==> src/rtl/sram_port_arbiter_if.sv <==
// Bus bundle between two requesters, the arbiter and a single-port SRAM macro port 0.
// The slave modport is the arbiter's view; master is the environment (requesters + macro).
interface sram_port_arbiter_if #(
    parameter int ADDR_W = 8,
    parameter int DATA_W = 32
);
    localparam int MASK_W = DATA_W / 8;

    logic [1:0]        rq_req_i;
    logic [1:0]        rq_we_i;
    logic [ADDR_W-1:0] rq0_addr_i;
    logic [ADDR_W-1:0] rq1_addr_i;
    logic [MASK_W-1:0] rq0_wmask_i;
    logic [MASK_W-1:0] rq1_wmask_i;
    logic [DATA_W-1:0] rq0_wdata_i;
    logic [DATA_W-1:0] rq1_wdata_i;
    logic [1:0]        rq_gnt_o;
    logic [1:0]        rq_rvalid_o;
    logic [DATA_W-1:0] rq_rdata_o;
    logic              busy_o;
    logic              sram_csb0_o;
    logic              sram_web0_o;
    logic [MASK_W-1:0] sram_wmask0_o;
    logic [ADDR_W-1:0] sram_addr0_o;
    logic [DATA_W-1:0] sram_din0_o;
    logic [DATA_W-1:0] sram_dout0_i;

    modport slave (
        input  rq_req_i, rq_we_i, rq0_addr_i, rq1_addr_i,
        input  rq0_wmask_i, rq1_wmask_i, rq0_wdata_i, rq1_wdata_i,
        input  sram_dout0_i,
        output rq_gnt_o, rq_rvalid_o, rq_rdata_o, busy_o,
        output sram_csb0_o, sram_web0_o, sram_wmask0_o, sram_addr0_o, sram_din0_o
    );

    modport master (
        output rq_req_i, rq_we_i, rq0_addr_i, rq1_addr_i,
        output rq0_wmask_i, rq1_wmask_i, rq0_wdata_i, rq1_wdata_i,
        output sram_dout0_i,
        input  rq_gnt_o, rq_rvalid_o, rq_rdata_o, busy_o,
        input  sram_csb0_o, sram_web0_o, sram_wmask0_o, sram_addr0_o, sram_din0_o
    );
endinterface

==> src/rtl/sram_port_arbiter.sv <==
// Two-requester arbiter for SRAM macro port 0: IDLE -> ISSUE (-> RESP for reads) -> IDLE.
// Define SRAM_ARB_RR_EN for round-robin tie-breaking; default is fixed priority to requester 0.
module sram_port_arbiter #(
    parameter int ADDR_W = 8,
    parameter int DATA_W = 32
) (
    input  logic                 clk,
    input  logic                 rst_n,
    sram_port_arbiter_if.slave   bus
);
    localparam int MASK_W = DATA_W / 8;

    typedef enum logic [1:0] {
        IDLE  = 2'd0,
        ISSUE = 2'd1,
        RESP  = 2'd2
    } state_e;

    state_e            state_q, state_d;
    logic              we_q, we_d;
    logic [ADDR_W-1:0] addr_q, addr_d;
    logic [MASK_W-1:0] wmask_q, wmask_d;
    logic [DATA_W-1:0] din_q, din_d;
    logic              win_q, win_d;
    logic              take;
    logic              pick;
`ifdef SRAM_ARB_RR_EN
    logic              ptr_q, ptr_d;
`endif

    assign take = (state_q == IDLE) && (|bus.rq_req_i);

    // Winner selection and capture of its fields; fields are frozen outside IDLE.
    always_comb begin
        // NOTE: every always_comb output gets a default first so no path leaves it unassigned (no latch).
`ifdef SRAM_ARB_RR_EN
        ptr_d = ptr_q;
        pick  = (bus.rq_req_i == 2'b11) ? ptr_q : bus.rq_req_i[1];
`else
        pick  = ~bus.rq_req_i[0];
`endif
        we_d    = we_q;
        addr_d  = addr_q;
        wmask_d = wmask_q;
        din_d   = din_q;
        win_d   = win_q;
        if (take) begin
            win_d   = pick;
            we_d    = bus.rq_we_i[pick];
            addr_d  = pick ? bus.rq1_addr_i  : bus.rq0_addr_i;
            wmask_d = pick ? bus.rq1_wmask_i : bus.rq0_wmask_i;
            din_d   = pick ? bus.rq1_wdata_i : bus.rq0_wdata_i;
`ifdef SRAM_ARB_RR_EN
            ptr_d   = ~pick;
`endif
        end
    end

    always_comb begin
        state_d = state_q;
        unique case (state_q)
            IDLE:    if (|bus.rq_req_i) state_d = ISSUE;
            ISSUE:   state_d = we_q ? IDLE : RESP;
            RESP:    state_d = IDLE;
            default: state_d = IDLE;
        endcase
    end

    // NOTE: sequential state uses non-blocking assignments and an async active-low reset branch.
    always_ff @(posedge clk or negedge rst_n) begin
        if (!rst_n) begin
            state_q <= IDLE;
        end else begin
            state_q <= state_d;
        end
    end

    always_ff @(posedge clk or negedge rst_n) begin
        if (!rst_n) begin
            we_q    <= 1'b0;
            addr_q  <= '0;
            wmask_q <= '0;
            din_q   <= '0;
            win_q   <= 1'b0;
`ifdef SRAM_ARB_RR_EN
            ptr_q   <= 1'b0;
`endif
        end else begin
            we_q    <= we_d;
            addr_q  <= addr_d;
            wmask_q <= wmask_d;
            din_q   <= din_d;
            win_q   <= win_d;
`ifdef SRAM_ARB_RR_EN
            ptr_q   <= ptr_d;
`endif
        end
    end

    // Strobes decode straight from the state flop so reset kills them without waiting for an edge.
    always_comb begin
        bus.sram_csb0_o   = 1'b1;
        bus.sram_web0_o   = 1'b1;
        bus.sram_wmask0_o = wmask_q;
        bus.sram_addr0_o  = addr_q;
        bus.sram_din0_o   = din_q;
        bus.rq_gnt_o      = 2'b00;
        bus.rq_rvalid_o   = 2'b00;
        bus.rq_rdata_o    = '0;
        bus.busy_o        = (state_q != IDLE);
        unique case (state_q)
            ISSUE: begin
                bus.sram_csb0_o     = 1'b0;
                bus.sram_web0_o     = ~we_q;
                bus.rq_gnt_o[win_q] = 1'b1;
            end
            RESP: begin
                bus.rq_rvalid_o[win_q] = 1'b1;
                bus.rq_rdata_o         = bus.sram_dout0_i;
            end
            default: ;
        endcase
    end
endmodule

==> src/flat_wrapper.sv <==
// flat-port wrapper written by rule: the top's interface ports become plain ports
module sram_port_arbiter_flat 
#(
    parameter int ADDR_W = 8,
    parameter int DATA_W = 32
)
  (clk, rst_n, bus_rq_req_i, bus_rq_we_i, bus_rq0_addr_i, bus_rq1_addr_i, bus_rq0_wmask_i, bus_rq1_wmask_i, bus_rq0_wdata_i, bus_rq1_wdata_i, bus_sram_dout0_i, bus_rq_gnt_o, bus_rq_rvalid_o, bus_rq_rdata_o, bus_busy_o, bus_sram_csb0_o, bus_sram_web0_o, bus_sram_wmask0_o, bus_sram_addr0_o, bus_sram_din0_o);
  sram_port_arbiter_if #(.ADDR_W(ADDR_W), .DATA_W(DATA_W)) bus_i ();
  input  logic clk;
  input  logic rst_n;
  input wire logic [$bits(bus_i.rq_req_i)-1:0] bus_rq_req_i;
  input wire logic [$bits(bus_i.rq_we_i)-1:0] bus_rq_we_i;
  input wire logic [$bits(bus_i.rq0_addr_i)-1:0] bus_rq0_addr_i;
  input wire logic [$bits(bus_i.rq1_addr_i)-1:0] bus_rq1_addr_i;
  input wire logic [$bits(bus_i.rq0_wmask_i)-1:0] bus_rq0_wmask_i;
  input wire logic [$bits(bus_i.rq1_wmask_i)-1:0] bus_rq1_wmask_i;
  input wire logic [$bits(bus_i.rq0_wdata_i)-1:0] bus_rq0_wdata_i;
  input wire logic [$bits(bus_i.rq1_wdata_i)-1:0] bus_rq1_wdata_i;
  input wire logic [$bits(bus_i.sram_dout0_i)-1:0] bus_sram_dout0_i;
  output wire logic [$bits(bus_i.rq_gnt_o)-1:0] bus_rq_gnt_o;
  output wire logic [$bits(bus_i.rq_rvalid_o)-1:0] bus_rq_rvalid_o;
  output wire logic [$bits(bus_i.rq_rdata_o)-1:0] bus_rq_rdata_o;
  output wire logic [$bits(bus_i.busy_o)-1:0] bus_busy_o;
  output wire logic [$bits(bus_i.sram_csb0_o)-1:0] bus_sram_csb0_o;
  output wire logic [$bits(bus_i.sram_web0_o)-1:0] bus_sram_web0_o;
  output wire logic [$bits(bus_i.sram_wmask0_o)-1:0] bus_sram_wmask0_o;
  output wire logic [$bits(bus_i.sram_addr0_o)-1:0] bus_sram_addr0_o;
  output wire logic [$bits(bus_i.sram_din0_o)-1:0] bus_sram_din0_o;
  assign bus_i.rq_req_i = bus_rq_req_i;
  assign bus_i.rq_we_i = bus_rq_we_i;
  assign bus_i.rq0_addr_i = bus_rq0_addr_i;
  assign bus_i.rq1_addr_i = bus_rq1_addr_i;
  assign bus_i.rq0_wmask_i = bus_rq0_wmask_i;
  assign bus_i.rq1_wmask_i = bus_rq1_wmask_i;
  assign bus_i.rq0_wdata_i = bus_rq0_wdata_i;
  assign bus_i.rq1_wdata_i = bus_rq1_wdata_i;
  assign bus_i.sram_dout0_i = bus_sram_dout0_i;
  assign bus_rq_gnt_o = bus_i.rq_gnt_o;
  assign bus_rq_rvalid_o = bus_i.rq_rvalid_o;
  assign bus_rq_rdata_o = bus_i.rq_rdata_o;
  assign bus_busy_o = bus_i.busy_o;
  assign bus_sram_csb0_o = bus_i.sram_csb0_o;
  assign bus_sram_web0_o = bus_i.sram_web0_o;
  assign bus_sram_wmask0_o = bus_i.sram_wmask0_o;
  assign bus_sram_addr0_o = bus_i.sram_addr0_o;
  assign bus_sram_din0_o = bus_i.sram_din0_o;
  sram_port_arbiter #(.ADDR_W(ADDR_W), .DATA_W(DATA_W)) u_core (.clk(clk), .rst_n(rst_n), .bus(bus_i));
endmodule
==> config.mk <==
export PLATFORM = sky130hd
export DESIGN_NAME = sram_port_arbiter_flat
export DESIGN_NICKNAME = d
export VERILOG_FILES = /design/src/rtl/sram_port_arbiter_if.sv /design/src/rtl/sram_port_arbiter.sv /design/src/flat_wrapper.sv
export SDC_FILE = /design/constraint.sdc
export NUM_CORES = 1
export LEC_CHECK = 0
export ABC_AREA = 1
export CAP_MARGIN = 20
export CORE_ASPECT_RATIO = 0.5
export CORE_MARGIN = 4
export CORE_UTILIZATION = 37
export DETAILED_ROUTE_END_ITERATION = 12
export PLACE_DENSITY = 0.93
export SETUP_SLACK_MARGIN = 0.2
export SLEW_MARGIN = 20
export SYNTH_ARGS = -nofsm -noshare
export SYNTH_HDL_FRONTEND = slang
export SYNTH_SLANG_ARGS = --single-unit
==> constraint.sdc <==
create_clock -name clk -period 2.6 [get_ports clk]
set_clock_uncertainty 0.1 [all_clocks]
set_input_delay 0.78 -clock clk [delete_from_list [all_inputs] [get_ports clk]]
set_output_delay 0.78 -clock clk [all_outputs]
set_load 0.02 [all_outputs]
Word-level counts from Yosys, hierarchy flattened

Index checks and enable logic that the tools add are counted.
W data, S select, Z words.

Eq/ne operators: 3
Multiplexer cells: 15
Order comparisons: 3
Reduce and logical (&&, ||, !) cells: 5
Bitwise operators: 2

Operators with widths:

| cell                 | count |
|---|---|
| $mux W32             | 2 |
| $mux W2              | 4 |
| $mux W8              | 1 |
| $mux W1              | 5 |
| $lt A1 B2 Y1 const B | 2 |
| $mux W4              | 1 |
| $pmux W2 S2          | 1 |
| $eq A2 B1 Y1 const B | 1 |
| $eq A2 B2 Y1 const B | 1 |
| $logic_and A1 B1 Y1  | 2 |
| $logic_not A2 Y1     | 1 |
| $ne A2 B2 Y1 const B | 1 |
| $not A1 Y1           | 2 |
| $reduce_bool A2 Y1   | 1 |
| $reduce_or A2 Y1     | 1 |
| $demux W1 S1         | 1 |
| $ge A1 B1 Y1 const B | 1 |

Bits of input ports: 126
Output and inout bits: 83
Logic and storage cells: 34
Register bits after elaboration: 48

Depth between registers and ports, before layout

Gate-level depths: netlist of run 1.

Depth after elaboration: 5
Depth in mapped cells: 7
Gate-level depth less buffers: 5

Worst setup path before layout of run 1

Ideal clock, no wire load.

Kind: input to output
Start: in bus_sram_dout0_i[0]
End: out bus_rq_rdata_o[0]
Cell stages on the path: 2
Setup slack: 0.626 ns
Data required time: 1.720 ns
Buffers on the path: 0
Data arrival time: 1.094 ns
Path through: inv_1 > nor2_1

Longest elaborated chain between the ends: 1

RTL lines:

| element         | RTL line                 | source |
|---|---|---|
| start, declared | flat_wrapper.sv:19       | `input wire logic [$bits(bus_i.sram_dout0_i)-1:0] bus_sram_dout0_i;` |
| $mux W32        | sram_port_arbiter.sv:111 | `unique case (state_q)` |
| end, declared   | flat_wrapper.sv:22       | `output wire logic [$bits(bus_i.rq_rdata_o)-1:0] bus_rq_rdata_o;` |

Every way passes these cells.

Worst setup path after layout of run 1

Start: in bus_sram_dout0_i[3]
End: out bus_rq_rdata_o[3]

Same word-level chain as after synthesis.

==> impl_metrics.ini, run 1 <==
[placed_design]
pre_cts_ws_ns = -0.281
dpl.hpwl_um = 7400
gp_congestion = 0.779
dpl_cell_area_um2 = 4870
portBuffers = 208

[routing]
viasPerCell = 4.42
wirelength_um = 9530
drc = 0
first_iter_violations = 135
drtPass1Iterations = 4
antenna_left = 0
dr_total_vias = 3187
post_drt_wl_per_cell_um = 13.2

[setup_path]
crit_required_ns = 1.72
critPathLaunch = bus_sram_dout0_i[3]
r2r_slack_ns = 1.20
critical_path_class = input pin to output port
cp-start-kind = input pin
r2r_start = u_core.state_q[0]
end_kind = output port
cp_max_fo = 1
worstPathArrival_ns = 1.53

[synth]
synth_commonest_cells = nand2_1, dfrtp_1, nor2_1
synth.distinct_cells = 12
synth_compound_gate_area_share_pct = 0
synth_edf_count = 0
syn-num-nets = 551
ys.flop_type = dfrtp_1
synth.most_common_cell = nand2_1
async_flop_share_pct = 100
synth_top_family_by_area = simple AND/OR/NAND/NOR gates
synth_cells = 425
synth_top_area_share_pct = 43.9
synth_area_leader_cell = dfrtp_1
syn_area_um2 = 2730
ys_warn_count = 0
synth.area.mux_share_pct = 0
synth_simple_gate_area_share_pct = 45.8
yosys-top-cells-area = dfrtp_1, nand2_1, nor2_1, inv_1, buf_2
ys_ff_latch = 48
synthAdderAreaFrac_pct = 0
synth_area_per_cell_um2 = 6.43
yosysSeqAreaShare_pct = 43.9
synth-xor-area-share_pct = 0

[cells_and_area]
multi_input_area_um2 = 1260
diodes = 0
fillers = 533
drive_gt1_share_pct = 11.0
fin_area_um2 = 4960
fin_nets = 754
seq_area_um2 = 1200
area_growth_pct = 81.6
final_core_util_pct = 71.8

[power]
leakage_nw = 2.80
irDropWorstVdd_uv = 462
power_density_nw_per_um2 = 913

[floorplan]
core_um2 = 6910
die-area_um2 = 8910
io_pins = 209
rows = 21
die_w_um = 130
start_util_pct = 39.6
die_y_um = 68.8

[status]
status = finished, final reports clean

[worst_hold_path]
hold_path_class = flip-flop to flip-flop
min_from = u_core.we_q

[sta]
fin_setup_tns_ns = 0
period_minus_slack_ns = 2.41
final.setup.worst_slack_ns = 0.194
min_period_over_period_pct = 92.5
timing.slew.headroom_pct = 51.1
drv_slew = 0
hold_viol_final = 0
tightest_slew_ns = 0.733
setup_violations = 0
max_freq_ghz = 0.416
rsz0062_at_grt = yes

[cts]
post_cts_buffers = 0
cts_tree = done
cts-root-buf = clkbuf_16
clock_path_buffers = 2
cts_buffers = 5
clkTransAtPathRegs_ns = 0.06
ctsHoldBuffers = 0
htreeDepth = 2
clkLatencyLatePin_ns = 0.28
cts_sinks = 48

[global_route]
antenna_found_initial = 0
grt_max_degree = 47
track_usage_pct = 19.3
grt_pass1_vias = 2859
overflow = 0
grt_pass1_wl_um = 13600

[job]
maxCapViolCount = 0
==> report_power, final <==
part | switching (mW) | internal (mW)
sequential | 0.197 | 1.10
clock | 0.272 | 0.379
combinational | 1.44 | 1.14
==> sequential cells by signal (all words and copies together) (netlist names) <==
name and flops:
u_core.we_q 1, u_core.state_q 2, u_core.bus.sram_din0_o 32, u_core.win_q 1, u_core.bus.sram_wmask0_o 4, u_core.bus.sram_addr0_o 8
==> worst max-delay path, stage by stage <==
cell and delay, ns:
clkdlybuf4s50_1 0.46, inv_1 0.04, nor2_1 0.09, buf_4 0.15
==> path summary, 6_finish.rpt <==
check / end / depth (start not counted)
worst min-delay path: u_core.state_q[1] / 1
worst max register to register: u_core.bus.sram_wmask0_o[1] / 5
worst max-delay path: bus_rq_rdata_o[3] / 4
worst min register to register: u_core.state_q[1] / 1
min in group asynchronous: u_core.bus.sram_addr0_o[7] / 1
max in group asynchronous: u_core.bus.sram_din0_o[26] / 2
==> what timing repair did <==
item | CTS | global route
resized for setup | 158 | 33
endpoints found under the setup margin | 37 | 30
endpoints found under the hold margin | 0 | 0
pin swaps | 8 | 19
==> cell type report <==
type,instances,share of cell area [%]
Clock buffer,6,2.80
Inverter,37,2.80
Multi-Input combinational cell,319,25.3
Clock inverter,2,0.202
Sequential cell,48,24.2
Timing Repair Buffer,217,42.4
Tap cell,92,2.32
==> through the flow <==
stage | instances | power (mW) | hold WS, ns
6_report | 721 | 4.53 | 0.354
5_1_grt | 721 | 4.79 | 0.379
4_1_cts | 721 | 4.55 | 0.357
3_5_place_dp | 713 | 3.96 | 0.348
3_3_place_gp | 713 | 3.89 | 0.342
2_1_floorplan | 425 | 2.64 | 0.327
==> metal layers <==
metal	part of all wire (%)	GRT usage (%)	vias up	wire [um]
li1	-	-	1630	-
met5	0	0	-	0
met4	3.1	7.51	0	293
met2	54	37.4	107	5160
met3	6.9	4.15	25	657
met1	36	21.0	1425	3420
==> layout by cell type (no fill, tap or decap), types with 5 or more instances in the layout <==
cell type	netlist	routed
inv_1	37	36
dlygate4sd2_1	0	7
buf_4	1	38
dfrtp_1	48	48
nand2_2	11	11
nor2_1	38	36
dlymetal6s2s_1	0	14
clkbuf_16	0	5
clkdlybuf4s50_1	0	151
nand2_1	266	266
==> logic make-up (layout without fill, tap and decap cells) <==
family | count (synthesis) | count (layout)
and+or+nand+nor | 319 | 319
DFF | 48 | 48
buffers and inverters | 58 | 262
Power figures use the tool's default switching activity.
==> run 2: changes to the inputs <==
- CELL_PAD_IN_SITES_DETAIL_PLACEMENT: default -> 1
- CELL_PAD_IN_SITES_GLOBAL_PLACEMENT: default -> 2
- CORE_UTILIZATION: 37 -> 17
- CTS_CLUSTER_SIZE: default -> 10
==> impl_metrics.ini, run 2 (synthesized netlist as in run 1, its figures left out) <==
[setup_path]
cp.depth = 4
ff2ff_path_depth = 5
crit_required_ns = 1.72
cp-start-kind = input pin
path_buf_inv = 3
max_stage_delay_ns = 0.46
critPathLaunch = bus_sram_dout0_i[20]
crit_chain = clkdlybuf4s50_1, inv_1, nor2_1, buf_4
r2r_end = u_core.bus.sram_din0_o[6]
critical_path_class = input pin to output port
r2r_slack_ns = 1.17
worstPathArrival_ns = 1.53
critPathCapture = bus_rq_rdata_o[20]
end_kind = output port
r2r_start = u_core.state_q[0]
cp_slowest_cell = clkdlybuf4s50_1
critical-path-top-delay-family = buffers and inverters
cp_max_fo = 1

[global_route]
track_usage_pct = 12.3
overflow = 0
antenna_found_initial = 1
met1_usage_pct = 12.4
grt_busiest_layer = met2
grt_pass1_wl_um = 18500
grt_max_degree = 36
grt_use_met3_pct = 1.94
grt_pass1_vias = 3536
grt_use_met2_pct = 25.8

[cells_and_area]
area_growth_pct = 88.1
fillers = 1902
fin_nets = 756
most-common-layout-cells = nand2_1, clkdlybuf4s50_1, dfrtp_1, inv_1, buf_4
drive_gt1_share_pct = 11.4
largest_reg_flops = 32
seq_area_um2 = 1200
multi_input_area_um2 = 1260
final_common_cell = nand2_1

[routing]
drtPass1Iterations = 4
post_drt_wl_per_cell_um = 13.7
first_iter_violations = 76
antenna_left = 0
wirelength_um = 11400
viasPerCell = 3.91
dr_total_vias = 3272
drc = 0

[status]
status = finished, final reports clean

[floorplan]
start_util_pct = 17.6
die_y_um = 97.7
die_w_um = 187
die-area_um2 = 18300
core_um2 = 15600
rows = 32
io_pins = 209

[sta]
period_minus_slack_ns = 2.41
final.setup.worst_slack_ns = 0.190
setup_violations = 0
rsz0062_at_grt = yes
max_freq_ghz = 0.415
tightest_slew_ns = 0.633
min_period_over_period_pct = 92.7
drv_slew = 0
hold_viol_final = 0
timing.slew.headroom_pct = 57.8

[placed_design]
dpl.hpwl_um = 9260
gp_congestion = 0.710
portBuffers = 208
pre_cts_ws_ns = -0.322

[cts]
clkLatencyLatePin_ns = 0.29
cts_sinks = 48
cts_tree = done
htreeDepth = 2
post_cts_buffers = 0
clkTransAtPathRegs_ns = 0.07
cts_buffers = 5
cts-root-buf = clkbuf_16
clock_path_buffers = 2

[power]
leakage_nw = 2.78
p_total_mw = 4.72
irDropWorstVdd_uv = 311
power_density_nw_per_um2 = 918

[worst_hold_path]
whs_path_depth = 1
hold_path_class = flip-flop to flip-flop

[job]
maxCapViolCount = 0
run 2: changes by cell type in the layout (fill, tap and decap cells not counted), sizes merged:
| cell | previous run | this run |
|---|---|---|
| diode | 0 | 1 |
| inv | 37 | 38 |
| clkbuf | 8 | 7 |
| clkinvlp | 0 | 1 |
| clkdlybuf4s50 | 151 | 147 |
| bufinv | 0 | 1 |
| dlymetal6s2s | 14 | 8 |
| dlygate4sd2 | 7 | 17 |
| clkinv | 2 | 0 |
| buf | 43 | 45 |
run 2: power by group:
part           total (mW)  switching (mW)  internal (mW)
registers            1.30           0.201           1.10
logic                2.66            1.50           1.16
clock network       0.757           0.300          0.458
run 2: timing repair:
| item | 4_1_cts | 5_1_grt |
|---|---|---|
| hold buffers | 0 | 0 |
| resized for setup | 176 | 22 |
| endpoints found under the setup margin | 38 | 21 |
| pin swaps | 4 | 9 |
run 2: area by class of cell:
type                       count  area share (%)
multi-input combinational    319            24.5
timing repair buffer         219            41.1
sequential                    48            23.4
tap                          204            4.96
antenna                        1          0.0487
clock buffer                   5            2.43
inverter                      37            2.70
clock inverter                 3           0.900
run 2: layer usage:
metal / vias up / part of all wire (%)
li1: 1637 / -
met1: 1552 / 36
met2: 70 / 59
met3: 13 / 3.7
met4: 0 / 1.5
met5: - / 0
run 2: worst register-to-register path: cells and delay by family, from the launching register on:
kind                   cells  cell delay (ns)
and+or+nand+nor            4             0.56
DFF                        1             0.41
buffers and inverters      1             0.24
run 2: worst min-delay path by stage:
stage / startpoint / end / slack (ns)
after detailed placement: u_core.we_q / u_core.state_q[1] / 0.36
after floorplan: u_core.we_q / u_core.state_q[1] / 0.33
after CTS: u_core.we_q / u_core.state_q[1] / 0.37
after global routing: u_core.bus.sram_din0_o[15] / u_core.bus.sram_din0_o[15] / 0.40
final: u_core.we_q / u_core.state_q[1] / 0.37
after global placement: u_core.we_q / u_core.state_q[1] / 0.35
run 2: per-stage QoR:
| stage | setup TNS [ns] | hold slack (ns) | utilization (%) | area (um^2) | std cells |
|---|---|---|---|---|---|
| floorplan | 0 | 0.327 | - | 2730 | 425 |
| global route | 0 | 0.398 | 33.0 | 5140 | 836 |
| finish | 0 | 0.368 | 33.0 | 5140 | 836 |
| CTS | 0 | 0.374 | 32.7 | 5100 | 835 |
| detailed placement | -8.55 | 0.363 | 32.4 | 5040 | 827 |
| global placement | -7.94 | 0.351 | 32.4 | 5040 | 827 |
==> edit: new RTL, flow settings as in run 1 <==
`DATA_W` is set to 32 in 3 places; all go to 64.
--- a/src/rtl/sram_port_arbiter_if.sv
+++ b/src/rtl/sram_port_arbiter_if.sv
@@ -2,7 +2,7 @@
 // The slave modport is the arbiter's view; master is the environment (requesters + macro).
 interface sram_port_arbiter_if #(
     parameter int ADDR_W = 8,
-    parameter int DATA_W = 32
+    parameter int DATA_W = 64
 );
     localparam int MASK_W = DATA_W / 8;
 
--- a/src/rtl/sram_port_arbiter.sv
+++ b/src/rtl/sram_port_arbiter.sv
@@ -2,7 +2,7 @@
 // Define SRAM_ARB_RR_EN for round-robin tie-breaking; default is fixed priority to requester 0.
 module sram_port_arbiter #(
     parameter int ADDR_W = 8,
-    parameter int DATA_W = 32
+    parameter int DATA_W = 64
 ) (
     input  logic                 clk,
     input  logic                 rst_n,
--- a/src/flat_wrapper.sv
+++ b/src/flat_wrapper.sv
@@ -2,7 +2,7 @@
 module sram_port_arbiter_flat 
 #(
     parameter int ADDR_W = 8,
-    parameter int DATA_W = 32
+    parameter int DATA_W = 64
 )
   (clk, rst_n, bus_rq_req_i, bus_rq_we_i, bus_rq0_addr_i, bus_rq1_addr_i, bus_rq0_wmask_i, bus_rq1_wmask_i, bus_rq0_wdata_i, bus_rq1_wdata_i, bus_sram_dout0_i, bus_rq_gnt_o, bus_rq_rvalid_o, bus_rq_rdata_o, bus_busy_o, bus_sram_csb0_o, bus_sram_web0_o, bus_sram_wmask0_o, bus_sram_addr0_o, bus_sram_din0_o);
   sram_port_arbiter_if #(.ADDR_W(ADDR_W), .DATA_W(DATA_W)) bus_i ();
Ports: changed (8 resized); port bits go from 209 to 381. The function was not compared with the original's and may differ.
==> edit against run 1 <==
  * Hold slack improved by 24 ps
  * Wire length rose by 110%
  * Count of clock-buffer cells in the layout is 5 higher
  * Utilization down 1.1 points
  * Area after synthesis up 75%
  * Total power is 82% higher
  * Via count rose by 83%
  * Register-to-register slack worse by 130 ps
  * Sequential cell count is 36 higher
  * Die area up 67%
  * Cell area is 80% higher
  * Setup slack worse by 23 ps
  * Largest power group unchanged
==> edit: results (changes against run 1) <==
- Worst IR drop on VDD: 0.537 mV (+16%)
- Max FO, Critical Path: 1 (unchanged)
- CTS buffer count: 9 (+4)
- Origin of the critical flop-to-flop path: u_core.state_q[1]$_DFFE_PN0P_
- Layout cells sized above 1: 0.0985 (-0.0112)
- Post-detailed-route via-to-cell ratio: 4.49 (+1.6%)
- Avg WL per Cell: 15.2 um (+15%)
- Data arrival, critical path: 1550 ps (+20 ps)
- Hpwl dp: 15700 um (+110%)
- CTS Buffer Depth: 2 (unchanged)
- Mapped Nets: 991 (+80%)
- Static Leak: 5.13 nW (+83%)
- GR Util met1: 0.282 (+0.0720)
- Post-Place Cell Area: 8650 sq um (+78%)
- Synth top cells by count: 491 x nand2_1, 84 x dfrtp_1, 71 x nor2_1
- CTS H-Tree Depth: 3 (+1)
- Clock latency on the worst-skew pair: 310 ps (+30 ps)
- HP Start: u_core.bus.sram_din0_o[4]$_DFFE_PN0P_
- Number of global-route vias before repair: 5420 (+90%)
- Total Routing Usage GR: 0.240 (+0.0478)
- Met2 Use GR: 0.455 (+0.0808)
- Post-synthesis sequential area ratio: 0.440 (about the same)
- Number of post-CTS setup repair buffers: 0 (unchanged)
- Top cells by area, synth: dfrtp_1 44%, nand2_1 39%, nor2_1 5.6%
- Outcome: finished, final reports clean
- Global-route wire length before repair: 28300 um (+110%)
- GR Util met3: 0.0504 (+0.00889)
- Tightest Hold Check Type: flop to flop
- Origin of the worst setup path: bus_sram_dout0_i[24]
- EDFF count, synth: 0 (unchanged)
- Net count reported at finish: 1352 (+79%)
- Hold path cells: 2 (+1)
- Max reg flops: 64 (+100%)
- Gpl congestion: 0.892 (+14%)
- Pre-antenna DRT Iters: 5 (+1)
- Clock root buffer: clkbuf_16
- Largest net degree at the start of global routing: 66 (+40%)
- IO buf count: 380 (+83%)
- Initial antenna violation count: 1 (+1)
- Relative slew slack: 0.578 (+0.0673)
- DR iter-0 viols: 336 (+150%)
- FFs w/ async S/R, synth: 1.00 (unchanged)
## edit: cell types whose count changed in the layout (fill, tap and decap cells not counted), moves of 22 or more
cell             before  now
dlymetal6s2s_1       14   36
inv_1                36   65
nand2_1             266  490
dfrtp_1              48   84
clkdlybuf4s50_1     151  264
nor2_1               36   62
buf_4                38   61
## edit: final timing paths
check	to	slack (ps)
worst max register to register	u_core.bus.sram_din0_o[56]$_DFFE_PN0P_	1070
min in group asynchronous	u_core.bus.sram_din0_o[10]$_DFFE_PN0P_	390
worst max-delay path	bus_rq_rdata_o[24]	170
worst min-delay path	u_core.bus.sram_din0_o[4]$_DFFE_PN0P_	380
max in group asynchronous	u_core.bus.sram_din0_o[50]$_DFFE_PN0P_	1390
worst min register to register	u_core.bus.sram_din0_o[4]$_DFFE_PN0P_	380
## edit: layout make-up
type	count	area (sq um)
timing repair buffer	391	3900
fill	1017	3700
multi-input combinational	567	2170
sequential	84	2100
inverter	69	259
clock buffer	11	243
tap	170	213
clock inverter	5	75.1
antenna	1	2.50
## edit: cells by family after synthesis
family                 Yosys count  share of synthesized area
buffers and inverters          110                      0.112
flip-flops                      84                      0.440
AND/OR/NAND/NOR                567                      0.448
## edit: layer usage
metal	vias up	part of all wire
met4	0	0.021
met2	202	0.54
met3	30	0.062
met1	2687	0.37
li1	2911	-
met5	-	0
## edit: what timing repair did
action                     in CTS  in global routing
pin swaps                      14                 38
setup endpoints to repair      70                 59
gates resized for setup       330                 65
gates cloned                    0                  1
## edit: worst max-delay path: stages
cell,delay [ps]
clkdlybuf4s50_1,450
inv_1,40
nor2_2,140
buf_6,140
## edit: through the flow
step | setup slack (ps) | cells
floorplan | 592 | 761
global placement | -307 | 1280
detailed placement | -347 | 1280
CTS | 110 | 1296
global route | 139 | 1298
finish | 172 | 1298
## edit: report_power, final
| group | internal (W) | total [W] | leakage [nW] | switching (W) |
|---|---|---|---|---|
| clock | 0.000863 | 0.00134 | 0.159 | 0.000476 |
| combinational | 0.00204 | 0.00462 | 3.93 | 0.00258 |
| sequential | 0.00192 | 0.00228 | 1.05 | 0.000358 |
